<file path="config.mk">
export PLATFORM = sky130hd
export DESIGN_NAME = gzip_line_unpacker
export DESIGN_NICKNAME = d
export VERILOG_FILES = /design/src/rtl/gzip_line_unpacker_pkg.sv /design/src/rtl/gzip_line_unpacker_lane_select.sv /design/src/rtl/gzip_line_unpacker.sv
export SDC_FILE = /design/constraint.sdc
export NUM_CORES = 2
export LEC_CHECK = 0
export ABC_AREA = 1
export CAP_MARGIN = 20
export CELL_PAD_IN_SITES_DETAIL_PLACEMENT = 0
export CELL_PAD_IN_SITES_GLOBAL_PLACEMENT = 1
export CORE_UTILIZATION = 35
export CTS_CLUSTER_DIAMETER = 100
export DETAILED_ROUTE_END_ITERATION = 10
export MAX_ROUTING_LAYER = met4
export PLACE_DENSITY = 0.78
export SLEW_MARGIN = 5
export SYNTH_ARGS = -nofsm -noshare
export SYNTH_HDL_FRONTEND = slang
export SYNTH_SLANG_ARGS = --single-unit
</file>
<file path="constraint.sdc">
create_clock -name clk -period 5.5 [get_ports clk]
set_clock_uncertainty 0.05 [all_clocks]
set_input_delay 0.825 -clock clk [delete_from_list [all_inputs] [get_ports clk]]
set_output_delay 0.825 -clock clk [all_outputs]
set_load 0.05 [all_outputs]
</file>
<file path="src/rtl/gzip_line_unpacker_pkg.sv">
`timescale 1ns/1ps
// Shared widths for the host-line to decompressor-word unpacker.
// Combinational constants only; no latency or backpressure of their own.
package lynxTypes;
    localparam int AXI_DATA_BITS = 512;
endpackage

package common;
    import lynxTypes::*;

    localparam int COMP_DATA_BITS = 64;
    localparam int UNPACK_LANES   = AXI_DATA_BITS / COMP_DATA_BITS;

    // Index width for an n-lane mask; a single lane still needs one bit.
    function automatic int lane_idx_bits(input int n);
        return (n > 1) ? $clog2(n) : 1;
    endfunction
endpackage

</file>
<file path="src/rtl/gzip_line_unpacker_lane_select.sv">
`timescale 1ns/1ps
// Picks the lowest pending lane of a mask and flags when it is the only one left.
// Purely combinational; no backpressure of its own.
module lane_select #(
    parameter int N  = 8,
    parameter int IW = 3
) (
    input  logic [N-1:0]  mask_i,
    output logic [IW-1:0] idx_o,
    output logic          last_o
);
    logic seen;
    logic multi;

    always_comb begin
        idx_o = '0;
        for (int i = N - 1; i >= 0; i--) begin
            if (mask_i[i]) begin
                idx_o = IW'(i);
            end
        end
    end

    always_comb begin
        seen  = 1'b0;
        multi = 1'b0;
        for (int i = 0; i < N; i++) begin
            if (mask_i[i]) begin
                multi = multi | seen;
                seen  = 1'b1;
            end
        end
        last_o = seen & ~multi;
    end
endmodule

</file>
<file path="src/rtl/gzip_line_unpacker.sv">
`timescale 1ns/1ps
// Splits host cache lines into decompressor words, lowest lane first (UNPACK_SKIP_EMPTY_EN drops zero-keep lanes).
// Latency: first word the cycle after line accept, then 1 word/cycle with no bubble between lines.
// Backpressure: line input is ready only when empty or when the final pending lane handshakes.
module gzip_line_unpacker
    import lynxTypes::*;
    import common::*;
#(
    parameter int LINE_BITS = AXI_DATA_BITS,
    parameter int WORD_BITS = COMP_DATA_BITS
) (
    input  logic                   clk,
    input  logic                   rst_n,
    input  logic [LINE_BITS-1:0]   i_data_tdata_i,
    input  logic [LINE_BITS/8-1:0] i_data_tkeep_i,
    input  logic                   i_data_tlast_i,
    input  logic                   i_data_tvalid_i,
    output logic                   i_data_tready_o,
    output logic [WORD_BITS-1:0]   o_data_tdata_o,
    output logic [WORD_BITS/8-1:0] o_data_tkeep_o,
    output logic                   o_data_tlast_o,
    output logic                   o_data_tvalid_o,
    input  logic                   o_data_tready_i
);
    localparam int N  = LINE_BITS / WORD_BITS;
    localparam int KB = WORD_BITS / 8;
    localparam int IW = lane_idx_bits(N);

    localparam logic STATE_EMPTY = 1'b0;
    localparam logic STATE_DRAIN = 1'b1;

    logic                   state_q, state_d;
    logic [N-1:0]           mask_q, mask_d;
    logic [LINE_BITS-1:0]   data_q, data_d;
    logic [LINE_BITS/8-1:0] keep_q, keep_d;
    logic                   last_q, last_d;

    logic [N-1:0]  lane_kz;
    logic [N-1:0]  new_mask;
    logic [IW-1:0] cur_idx;
    logic          cur_is_last;
    logic          out_hs;
    logic          final_hs;
    logic          in_hs;

    logic [WORD_BITS-1:0] lane_dat  [N];
    logic [KB-1:0]        lane_keep [N];

    lane_select #(
        .N  (N),
        .IW (IW)
    ) u_lane_select (
        .mask_i (mask_q),
        .idx_o  (cur_idx),
        .last_o (cur_is_last)
    );

    for (genvar g = 0; g < N; g++) begin : g_lane
        assign lane_dat[g]  = data_q[WORD_BITS*g +: WORD_BITS];
        assign lane_keep[g] = keep_q[KB*g +: KB];
    end

    assign o_data_tvalid_o = (state_q == STATE_DRAIN);
    assign o_data_tdata_o  = lane_dat[cur_idx];
    assign o_data_tkeep_o  = lane_keep[cur_idx];
    assign o_data_tlast_o  = o_data_tvalid_o & last_q & cur_is_last;

    assign out_hs   = o_data_tvalid_o & o_data_tready_i;
    assign final_hs = out_hs & cur_is_last;

    // Ready is held low during reset so no line can slip in on release.
    assign i_data_tready_o = rst_n & ((state_q == STATE_EMPTY) | final_hs);
    assign in_hs           = i_data_tvalid_i & i_data_tready_o;

    always_comb begin
        lane_kz = '0;
        for (int i = 0; i < N; i++) begin
            lane_kz[i] = |i_data_tkeep_i[KB*i +: KB];
        end
    end

    always_comb begin
        logic above;
        above    = 1'b0;
        new_mask = '0;
`ifdef UNPACK_SKIP_EMPTY_EN
        new_mask = lane_kz;
`else
        // Everything up to the highest live lane is emitted, gaps included.
        for (int i = N - 1; i >= 0; i--) begin
            above       = above | lane_kz[i];
            new_mask[i] = above;
        end
`endif
        // An empty closing line still has to carry tlast downstream.
        if ((lane_kz == '0) && i_data_tlast_i) begin
            new_mask    = '0;
            new_mask[0] = 1'b1;
        end
    end

    always_comb begin
        state_d = state_q;
        mask_d  = mask_q;
        data_d  = data_q;
        keep_d  = keep_q;
        last_d  = last_q;
        if (out_hs) begin
            mask_d[cur_idx] = 1'b0;
        end
        if (final_hs) begin
            state_d = STATE_EMPTY;
        end
        if (in_hs) begin
            data_d  = i_data_tdata_i;
            keep_d  = i_data_tkeep_i;
            last_d  = i_data_tlast_i;
            mask_d  = new_mask;
            state_d = (new_mask != '0) ? STATE_DRAIN : STATE_EMPTY;
        end
    end

    always_ff @(posedge clk or negedge rst_n) begin
        if (!rst_n) begin
            state_q <= STATE_EMPTY;
            mask_q  <= '0;
            data_q  <= '0;
            keep_q  <= '0;
            last_q  <= 1'b0;
        end else begin
            state_q <= state_d;
            mask_q  <= mask_d;
            data_q  <= data_d;
            keep_q  <= keep_d;
            last_q  <= last_d;
        end
    end
endmodule

</file>
==> flow_metrics.env <==
export IMPL_path_max_fanout=62
export IMPL_post_route_period_util=0.859
export IMPL_critPathCaptureType="primary output"
export IMPL_finalCriticalPeriod_ns=4.72
export IMPL_p_per_area_nw_per_um2=705
export IMPL_syn_nets=4359
export IMPL_cp_arrival_ns=3.85
export IMPL_hold_class="register to register"
export IMPL_wl_per_cell_um=18.4
export IMPL_peakVddDrop_v=0.000943
export IMPL_core_area_um2=79000
export IMPL_yosysSeqAreaShare=0.525
export IMPL_syn2layout_area_growth_pct=33.6
export IMPL_port_buffers=655
export IMPL_syn_mean_instance_area_um2=7.40
export IMPL_numCtsBuffers=70
export IMPL_ctsHoldBuffers=1
export IMPL_timing_fmax_mhz=212
export IMPL_grt_pass1_vias=25600
export IMPL_remaining_drc_errors=0
export IMPL_wl_mm=100
export IMPL_final_antenna_net_count=0
export IMPL_path_clk_slew_ns=0.06
export IMPL_h_tree_depth=3
export IMPL_crit_type="register to primary output"
export IMPL_dieArea_um2=81000
export IMPL_nFillCells=7922
export IMPL_cp_common_cell="nand2_1"
export IMPL_slowest_delay_ns=0.83
export IMPL_nets=4874
export IMPL_slew_violations=0
export IMPL_root_buffer="clkbuf_16"
export IMPL_cpMaxStageDelayCell="clkdlybuf4s50_1"
export IMPL_relSlewSlack=0.200
export IMPL_stdcell_area_um2=37300
export IMPL_post_cts_buffers=0
export IMPL_row_count=103
export IMPL_grt_max_degree=212
export IMPL_synthesis_instances=3778
export IMPL_setup_tns_ns=0
export IMPL_synth_area_um2=28000
export IMPL_setup_viol=0
export IMPL_p_leak_nw=19.1
export IMPL_outcome="completed"
export IMPL_drt_initial_drc_count=1898
export IMPL_grt_remaining_overflow=0
export IMPL_maxCapViolCount=0
export IMPL_yosysWarnings=0
export IMPL_cts_sinks=586
export IMPL_path_cells="inv_1, nand2_1, o21a_1, nor2_1, nand2_1, a21oi_4, buf_4, nand3_1, nand2_1, nor2_1, nand2_1, clkdlybuf4s50_1"
export IMPL_grt_pass1_wl_mm=152
export IMPL_vias=26100
export IMPL_clock_insertion_delay_worst_skew_ns=0.59
export IMPL_grtUsageTotal=0.249
export IMPL_die_h_um=285
export IMPL_rsz0062_at_grt="false"
export IMPL_cts_resized=0
export IMPL_drive_gt1_frac=0.0348
export IMPL_via_per_inst=4.80
export IMPL_startpoint_type="register"
export IMPL_dpl_cell_area_um2=34900
export IMPL_start_util=0.354
export IMPL_dpl_hpwl_mm=64.9
export IMPL_tightestPinTransition_ns=1.20
export IMPL_hold_violations=0
export IMPL_io_pins=656
export IMPL_synthDistinctLibCells=22
export IMPL_first_pass_iters=8
export IMPL_cts_tree="built"
export IMPL_ys_ff_latch=586
export IMPL_gp_congestion=0.852
export IMPL_holdWs_ns=0.420
export IMPL_cts_path_max_buffers=3
export IMPL_cp_required_ns=4.62
export IMPL_antenna_found_initial=41
export IMPL_die_x_um=285
[per-stage QoR]
stage           util  power [mW]  cells  worst slack [ns]
6_report       0.473        26.3   5437             0.775
3_3_place_gp   0.442        21.6   5270              1.47
4_1_cts        0.471        26.5   5395             0.766
2_1_floorplan      -        16.8   3778              2.73
5_1_grt        0.473        28.0   5436             0.551
3_5_place_dp   0.442        21.7   5270              1.42
[sequential cells by signal (all words and copies together), names as in the netlist]
name	flops
data_q	512
keep_q	64
mask_q	8
last_q	1
o_data_tvalid_o	1
[logic make-up (layout without fill, tap and decap cells)]
kind of cell           Yosys count  in the layout  share of synthesized area
buffers and inverters          297            864                     0.0594
AOI/OAI and AO/OA              117            117                     0.0210
DFF                            586            586                      0.525
other                            0             42                          0
and+or+nand+nor               2778           2778                      0.395
[power breakdown]
part,switching [mW],internal [mW]
Combinational,9.58,4.26
Sequential,1.22,6.54
Clock,1.92,2.81
Total,12.7,13.6
[cells in the mapped netlist]
library cell,count,area share
a21oi_1,3,0.00054
and2_1,1,0.00022
buf_1,20,0.0027
buf_2,48,0.0086
buf_4,73,0.020
buf_6,26,0.010
buf_8,1,0.00054
clkbuf_1,79,0.011
clkbuf_4,1,0.00027
clkinv_2,1,0.00018
dfrtp_1,586,0.52
inv_1,48,0.0064
nand2_1,1990,0.27
nand3_1,452,0.081
nand3_2,1,0.00036
nand4_1,11,0.0025
nor2_1,317,0.043
nor2_2,1,0.00022
nor2_4,1,0.00040
nor3_1,4,0.00072
o21a_1,1,0.00027
o21ai_0,113,0.020
[worst paths after layout]
path | start | end | slack [ns] | depth (start not counted)
hold / removal | data_q[119]$_DFFE_PN0P_ | data_q[119]$_DFFE_PN0P_ | 0.42 | 2
setup / recovery | mask_q[4]$_DFFE_PN0P_ | o_data_tdata_o[32] | 0.78 | 12
min in group asynchronous | rst_n | data_q[124]$_DFFE_PN0P_ | 0.59 | 2
setup reg to reg | mask_q[6]$_DFFE_PN0P_ | data_q[282]$_DFFE_PN0P_ | 2.23 | 11
max in group asynchronous | rst_n | data_q[19]$_DFFE_PN0P_ | 2.70 | 4
hold reg to reg | data_q[119]$_DFFE_PN0P_ | data_q[119]$_DFFE_PN0P_ | 0.42 | 2
[layout by cell type (no fill, tap or decap)]
master / instances
clkdlybuf4s50_1: 654
o21ai_0: 113
clkinv_16: 1
nand3_4: 1
buf_8: 1
clkinv_8: 1
nand2_4: 1
nand3_1: 452
bufinv_16: 3
dlygate4sd3_1: 1
nor2_2: 1
inv_1: 46
clkinv_2: 9
buf_4: 19
inv_2: 1
o21a_1: 1
inv_16: 3
buf_12: 16
a21oi_4: 2
and2_1: 1
clkbuf_1: 19
diode_2: 42
nor2_1: 316
inv_8: 1
clkbuf_16: 73
dfrtp_1: 586
nand2_1: 1989
nand4_1: 11
clkbuf_8: 16
nor2_4: 2
a21oi_1: 1
nor3_1: 4
[worst max-delay path, delay by kind of cell, from the launching register on]
kind | cells | cell delay [ns]
buffers and inverters | 3 | 1.65
and+or+nand+nor | 7 | 0.74
DFF | 1 | 0.40
AOI/OAI and AO/OA | 2 | 0.40
[layout make-up]
cell class	count	area (um^2)	share of cell area
sequential	586	14700	0.393
multi-input combinational	2895	11700	0.313
timing repair buffer	691	7030	0.188
clock buffer	108	2120	0.0567
tap	1050	1310	0.0352
clock inverter	16	221	0.00593
inverter	49	208	0.00556
antenna	42	105	0.00281
[per-layer routing]
| metal | up-vias | share of wire | global-route usage |
|---|---|---|---|
| li1 | 12900 | - | - |
| met1 | 12300 | 0.43 | 0.321 |
| met2 | 817 | 0.47 | 0.384 |
| met3 | 159 | 0.063 | 0.0450 |
| met4 | 0 | 0.031 | 0.102 |
| met5 | - | 0 | - |
Power figures use the tool's default switching activity.
